File: config.mk
export PLATFORM = sky130hd
export DESIGN_NAME = reg_write_arbiter
export DESIGN_NICKNAME = d
export VERILOG_FILES = /design/src/rtl/reg_write_arbiter_pkg.sv /design/src/rtl/reg_write_arbiter_wb_output_stage.sv /design/src/rtl/reg_write_arbiter.sv
export SDC_FILE = /design/constraint.sdc
export NUM_CORES = 1
export LEC_CHECK = 0
export ABC_AREA = 0
export CAP_MARGIN = 0
export CORE_MARGIN = 10
export CORE_UTILIZATION = 39
export CTS_BUF_LIST = sky130_fd_sc_hd__clkbuf_4 sky130_fd_sc_hd__clkbuf_8 sky130_fd_sc_hd__clkbuf_16
export DETAILED_ROUTE_END_ITERATION = 10
export PLACE_DENSITY = 0.87
export SLEW_MARGIN = 25
export SYNTH_ARGS = -nofsm -noshare
export SYNTH_HDL_FRONTEND = slang
export SYNTH_SLANG_ARGS = --single-unit
File: constraint.sdc
create_clock -name clk -period 1.99 [get_ports clk]
set_input_delay 0.2985 -clock clk [delete_from_list [all_inputs] [get_ports clk]]
set_output_delay 0.2985 -clock clk [all_outputs]
set_load 0.02 [all_outputs]
File: src/rtl/reg_write_arbiter_pkg.sv
// Shared types for the register-file writeback arbiter: widths, arbiter
// priority state and the write-request record.
package reg_write_arbiter_pkg;

  localparam int REG_ADDR_WIDTH = 5;
  localparam int REG_DATA_WIDTH = 32;

  typedef enum logic {
    PRI_MEM = 1'b0,
    PRI_ALU = 1'b1
  } arb_state_e;

  typedef struct packed {
    logic                      valid;
    logic [REG_ADDR_WIDTH-1:0] addr;
    logic [REG_DATA_WIDTH-1:0] data;
  } wr_req_t;

endpackage

File: src/rtl/reg_write_arbiter_wb_output_stage.sv
// Registered register-file write port: drops writes to register 0 and
// holds the last address/data when nothing is written.
module wb_output_stage #(
  parameter int DATA_WIDTH = 32,
  parameter int ADDR_WIDTH = 5
) (
  input  logic                  clk,
  input  logic                  reset,
  input  logic                  valid,
  input  logic [ADDR_WIDTH-1:0] addr,
  input  logic [DATA_WIDTH-1:0] data,
  output logic                  writeEnable,
  output logic [ADDR_WIDTH-1:0] writeRegAddress,
  output logic [DATA_WIDTH-1:0] writeData
);

  logic we_q;
  logic wr;

  assign wr = valid && (addr != '0);

  always_ff @(posedge clk) begin
    if (reset) begin
      we_q            <= 1'b0;
      writeRegAddress <= '0;
      writeData       <= '0;
    end else begin
      we_q <= wr;
      if (wr) begin
        writeRegAddress <= addr;
        writeData       <= data;
      end
    end
  end

  // A write already registered when reset arrives must not reach the regfile.
  assign writeEnable = we_q && !reset;

endmodule

File: src/rtl/reg_write_arbiter.sv
// Two-requester writeback arbiter for the register file: memory priority
// with a bounded-wait override that forces an ALU grant.
module reg_write_arbiter
  import reg_write_arbiter_pkg::*;
#(
  parameter int DATA_WIDTH = REG_DATA_WIDTH,
  parameter int ADDR_WIDTH = REG_ADDR_WIDTH,
  parameter int MAX_WAIT   = 3
) (
  input  logic                  clk,
  input  logic                  reset,
  input  logic                  aluValid,
  input  logic [ADDR_WIDTH-1:0] aluAddr,
  input  logic [DATA_WIDTH-1:0] aluData,
  output logic                  aluReady,
  input  logic                  memValid,
  input  logic [ADDR_WIDTH-1:0] memAddr,
  input  logic [DATA_WIDTH-1:0] memData,
  output logic                  memReady,
  output logic                  writeEnable,
  output logic [ADDR_WIDTH-1:0] writeRegAddress,
  output logic [DATA_WIDTH-1:0] writeData,
  output logic [3:0]            aluWaitCount
);

  localparam logic [3:0] MAX_W = 4'(MAX_WAIT);

  arb_state_e state, state_nxt;
  logic       alu_win, mem_win;
  logic       sel_valid;
  logic [ADDR_WIDTH-1:0] sel_addr;
  logic [DATA_WIDTH-1:0] sel_data;

  always_ff @(posedge clk) begin
    if (reset) state <= PRI_MEM;
    else       state <= state_nxt;
  end

  // Leave PRI_MEM on the loss that would make the wait reach MAX_WAIT.
  always_comb begin
    state_nxt = state;
    case (state)
      PRI_MEM: if (aluValid && mem_win && (aluWaitCount + 4'd1 == MAX_W)) state_nxt = PRI_ALU;
      PRI_ALU: if (alu_win) state_nxt = PRI_MEM;
      default: state_nxt = PRI_MEM;
    endcase
  end

  always_comb begin
    alu_win = 1'b0;
    mem_win = 1'b0;
    if (!reset) begin
      case (state)
        PRI_MEM: begin
          if (memValid)      mem_win = 1'b1;
          else if (aluValid) alu_win = 1'b1;
        end
        PRI_ALU: begin
          if (aluValid)      alu_win = 1'b1;
          else if (memValid) mem_win = 1'b1;
        end
        default: ;
      endcase
    end
  end

  always_ff @(posedge clk) begin
    if (reset)                    aluWaitCount <= 4'd0;
    else if (!aluValid || alu_win) aluWaitCount <= 4'd0;
    else if (mem_win && aluWaitCount < MAX_W) aluWaitCount <= aluWaitCount + 4'd1;
  end

  assign aluReady  = alu_win;
  assign memReady  = mem_win;
  assign sel_valid = alu_win || mem_win;
  assign sel_addr  = alu_win ? aluAddr : memAddr;
  assign sel_data  = alu_win ? aluData : memData;

  wb_output_stage #(
    .DATA_WIDTH(DATA_WIDTH),
    .ADDR_WIDTH(ADDR_WIDTH)
  ) u_out (
    .clk            (clk),
    .reset          (reset),
    .valid          (sel_valid),
    .addr           (sel_addr),
    .data           (sel_data),
    .writeEnable    (writeEnable),
    .writeRegAddress(writeRegAddress),
    .writeData      (writeData)
  );

endmodule

==> impl_metrics.xml <==
<?xml version="1.0" encoding="UTF-8"?>
<metrics>
  <group name="logic_synthesis">
    <metric name="synth.top_cells.by_count" unit="">65 x sky130_fd_sc_hd__mux2i_1, 43 x sky130_fd_sc_hd__dfxtp_1, 34 x sky130_fd_sc_hd__nand2b_1, 6 x sky130_fd_sc_hd__nand2_1, 6 x sky130_fd_sc_hd__nor2_1</metric>
    <metric name="synth_top_family_by_area" unit="">multiplexers</metric>
    <metric name="synth-simple-area-share" unit="">0.1851</metric>
    <metric name="synth_cells" unit="">222</metric>
    <metric name="synth_adder_area_share" unit="">0.01112</metric>
    <metric name="synth_edf_count" unit="">0</metric>
    <metric name="synth_flop_cell" unit="">sky130_fd_sc_hd__dfxtp_1</metric>
    <metric name="yosys.area.top_type_share" unit="">0.3824</metric>
    <metric name="yosys.area.top_type" unit="">sky130_fd_sc_hd__dfxtp_1</metric>
    <metric name="post_synth.cell_area_avg" unit="um2">10.14</metric>
    <metric name="syn_nets" unit="">302</metric>
    <metric name="synth_seq_cells" unit="">43</metric>
    <metric name="synth-compound-area-share" unit="">0.08060</metric>
    <metric name="synth.top_cells.by_area" unit="">sky130_fd_sc_hd__dfxtp_1 38%, sky130_fd_sc_hd__mux2i_1 29%, sky130_fd_sc_hd__nand2b_1 9.4%</metric>
    <metric name="muxShareOfSynthArea" unit="">0.2941</metric>
    <metric name="synth_warnings" unit="">0</metric>
    <metric name="most_frequent_cell_after_synthesis" unit="">sky130_fd_sc_hd__mux2i_1</metric>
    <metric name="ys_async_sr_fraction" unit="">0</metric>
    <metric name="yosys.area_share.xor_xnor" unit="">0.003891</metric>
    <metric name="ys_seq_area_frac" unit="">0.3824</metric>
    <metric name="synth_area" unit="mm2">0.002251</metric>
    <metric name="synth_cell_type_count" unit="">37</metric>
  </group>
  <group name="placement">
    <metric name="post-place-ws" unit="ns">-0.2199</metric>
    <metric name="gp_routability_congestion" unit="">0.8320</metric>
    <metric name="port_buffers" unit="">121</metric>
    <metric name="place.detailed.hpwl" unit="um">5767</metric>
  </group>
  <group name="critical_path">
    <metric name="cp_data_required_time" unit="ns">2.20</metric>
    <metric name="setup.worst_path.class" unit="">in -&gt; reg</metric>
    <metric name="crit_path_arrival_time" unit="ns">2.09</metric>
    <metric name="critical_path.endpoint_type" unit="">flip-flop</metric>
    <metric name="crit_path_max_fanout" unit="">25</metric>
    <metric name="critical_path.startpoint_type" unit="">input port</metric>
  </group>
  <group name="finish">
    <metric name="flow.area_growth_from_synthesis" unit="%">66.65</metric>
    <metric name="area.sequential" unit="um2">860.8</metric>
    <metric name="final_core_util" unit="">0.6771</metric>
    <metric name="number_of_diodes" unit="">0</metric>
    <metric name="drive_above_1_share" unit="">0.09695</metric>
    <metric name="final.fill_count" unit="">466</metric>
    <metric name="fin_nets" unit="">440</metric>
    <metric name="area_of_the_multi_input_gates" unit="mm2">0.001296</metric>
  </group>
  <group name="pwr">
    <metric name="peakVddDrop" unit="uV">340.0</metric>
    <metric name="power_leakage" unit="nW">1.667</metric>
    <metric name="power_density" unit="mW/mm2">589.6</metric>
  </group>
  <group name="route">
    <metric name="first_iter_violations" unit="">64</metric>
    <metric name="antenna_left" unit="">0</metric>
    <metric name="num_vias" unit="">2130</metric>
    <metric name="firstDrtPassIters" unit="">4</metric>
    <metric name="drc" unit="">0</metric>
    <metric name="postRouteWirelength" unit="um">6951</metric>
    <metric name="vias_per_cell" unit="">4.919</metric>
    <metric name="wire_per_inst" unit="um">16.05</metric>
  </group>
  <group name="global_routing">
    <metric name="groute.layer.met2.usage" unit="">0.2568</metric>
    <metric name="grt_usage" unit="">0.1458</metric>
    <metric name="grt_pass1_wl" unit="um">10860</metric>
    <metric name="globalRoute.totalOverflow" unit="">0</metric>
    <metric name="grt_start_max_net_pins" unit="">26</metric>
    <metric name="top_usage_layer" unit="">met2</metric>
    <metric name="met1_demand_to_capacity_share_in_global_routing" unit="">0.1549</metric>
    <metric name="global_route_met3_utilization" unit="">0.06926</metric>
    <metric name="initial_antenna_violation_count" unit="">0</metric>
    <metric name="via_count_of_the_first_global_routing_pass" unit="">2245</metric>
  </group>
  <group name="cts">
    <metric name="cts-buffers-inserted" unit="">5</metric>
    <metric name="cts-htree-levels" unit="">2</metric>
    <metric name="clk_latency" unit="ns">0.29</metric>
    <metric name="clk_pin_slew" unit="ns">0.08</metric>
    <metric name="cts_root_buf" unit="">sky130_fd_sc_hd__clkbuf_8</metric>
    <metric name="clockBufferDepth" unit="">2</metric>
    <metric name="clock-sinks" unit="">43</metric>
    <metric name="tritoncts" unit="">yes</metric>
    <metric name="holdBufCountCts" unit="">0</metric>
  </group>
  <group name="status">
    <metric name="run_status" unit="">finished, final reports clean</metric>
  </group>
  <group name="worst_hold_path">
    <metric name="hold_path.class" unit="">reg -&gt; reg</metric>
  </group>
  <group name="die">
    <metric name="vertical_extent_of_the_die" unit="um">95.97</metric>
    <metric name="die_w" unit="um">95.97</metric>
    <metric name="die_area" unit="mm2">0.009210</metric>
    <metric name="design.core.area" unit="mm2">0.005540</metric>
    <metric name="std_cell_rows" unit="">27</metric>
    <metric name="ioPinCount" unit="">122</metric>
    <metric name="initial_utilization" unit="">0.4063</metric>
  </group>
  <group name="sta">
    <metric name="hold_violations" unit="">0</metric>
    <metric name="fin_tns_setup" unit="ns">0</metric>
    <metric name="clock-skew-final" unit="ns">0.002938</metric>
    <metric name="slew_headroom" unit="">0.7506</metric>
    <metric name="drv_slew" unit="">0</metric>
    <metric name="actual_transition_at_the_worst_max_transition_pin" unit="ns">0.3646</metric>
    <metric name="minimum_clock_period" unit="ns">1.876</metric>
    <metric name="timing.final.ws_setup" unit="ns">0.1137</metric>
    <metric name="whs" unit="ns">0.4775</metric>
    <metric name="setup_repair_after_global_routing_missed_its_margin" unit="">no</metric>
    <metric name="final_min_period_over_clock_period" unit="">0.9429</metric>
    <metric name="maxClockFrequency" unit="MHz">533.0</metric>
    <metric name="setup_viol" unit="">0</metric>
  </group>
  <group name="job">
    <metric name="max_cap_viol_count" unit="">0</metric>
  </group>
</metrics>
## cells by family after synthesis
| logic type | Yosys count |
|---|---|
| xor gates and xnor gates | 1 |
| and+or+nand+nor | 68 |
| DFF | 43 |
| AOI/OAI and AO/OA | 24 |
| adders and majority gates | 2 |
| buffers and inverters | 18 |
| muxes | 66 |
## final timing paths
kind / slack (ns) / cells past startpoint / startpoint / end
worst max register to register: 0.33 / 6 / state$_SDFF_PP0_ / u_out.writeData[1]$_SDFFE_PP0P_
worst max-delay path: 0.11 / 7 / reset / u_out.writeData[1]$_SDFFE_PP0P_
worst min-delay path: 0.48 / 2 / u_out.writeData[29]$_SDFFE_PP0P_ / u_out.writeData[29]$_SDFFE_PP0P_
worst min register to register: 0.48 / 2 / u_out.writeData[29]$_SDFFE_PP0P_ / u_out.writeData[29]$_SDFFE_PP0P_
## stage by stage
stage	cell area, um2	power, W	instances
6_report	3751	0.002211	433
4_1_cts	3749	0.002245	433
3_3_place_gp	3660	0.001671	425
2_1_floorplan	2251	0.001293	222
3_5_place_dp	3660	0.001685	425
5_1_grt	3751	0.002327	433
## metal layers
layer | vias to the layer above | wire length [um]
li1 | 1061 | -
met1 | 974 | 2665
met3 | 4 | 717
met5 | - | 0
met4 | 0 | 39
met2 | 91 | 3529
## cell usage in the layout, fill, tap and decap left out, types with 2 or more instances in the layout
cell                                n
sky130_fd_sc_hd__a31oi_1            2
sky130_fd_sc_hd__or4_1              2
sky130_fd_sc_hd__mux2i_1           65
sky130_fd_sc_hd__and2_1             3
sky130_fd_sc_hd__o2111ai_1          2
sky130_fd_sc_hd__clkdlybuf4s50_1  118
sky130_fd_sc_hd__dlygate4sd2_1      2
sky130_fd_sc_hd__nor4_1             2
sky130_fd_sc_hd__buf_4             22
sky130_fd_sc_hd__o32ai_1            3
sky130_fd_sc_hd__nor2b_1            2
sky130_fd_sc_hd__nand3_1            3
sky130_fd_sc_hd__dfxtp_1           43
sky130_fd_sc_hd__a211oi_1           2
sky130_fd_sc_hd__clkbuf_8           5
sky130_fd_sc_hd__nor2_1             6
sky130_fd_sc_hd__o21ai_0            4
sky130_fd_sc_hd__nand2b_1          34
sky130_fd_sc_hd__inv_1              5
sky130_fd_sc_hd__nand2_1            6
sky130_fd_sc_hd__ha_1               2
sky130_fd_sc_hd__a21o_1             2
sky130_fd_sc_hd__nor3_1             2
sky130_fd_sc_hd__a21oi_1            4
## flip-flops by register name (all words and copies together), names as in the netlist
register / count
aluWaitCount: 4
state: 1
u_out.we_q: 1
u_out.writeData: 32
u_out.writeRegAddress: 5
## final cells by class
type                            count  share of cell area
Tap cell                           72             0.02402
Timing Repair Buffer              144              0.3722
Sequential cell                    43              0.2295
Clock inverter                      2            0.003336
Multi-Input combinational cell    161              0.3456
Clock buffer                        6             0.02035
Inverter                            5            0.005003
## power breakdown
group,internal (W),switching [W]
registers,0.000938,0.0000412
clock network,0.000259,0.000293
logic,0.000391,0.000289
total,0.00159,0.000623
## worst max-delay path, stage by stage
cell                              delay [ns]
sky130_fd_sc_hd__clkdlybuf4s50_1        0.52
sky130_fd_sc_hd__buf_4                  0.19
sky130_fd_sc_hd__nand2b_1               0.19
sky130_fd_sc_hd__nor4_4                 0.08
sky130_fd_sc_hd__a211oi_4               0.33
sky130_fd_sc_hd__buf_12                 0.25
sky130_fd_sc_hd__mux2i_1                0.21
## what timing repair did
| item | in CTS | in global routing |
|---|---|---|
| resized for setup | 3 | 1 |
| endpoints found under the setup margin | 2 | 1 |
| buffers inserted | 0 | 0 |
No activity file was read; power rests on OpenSTA's default activity.
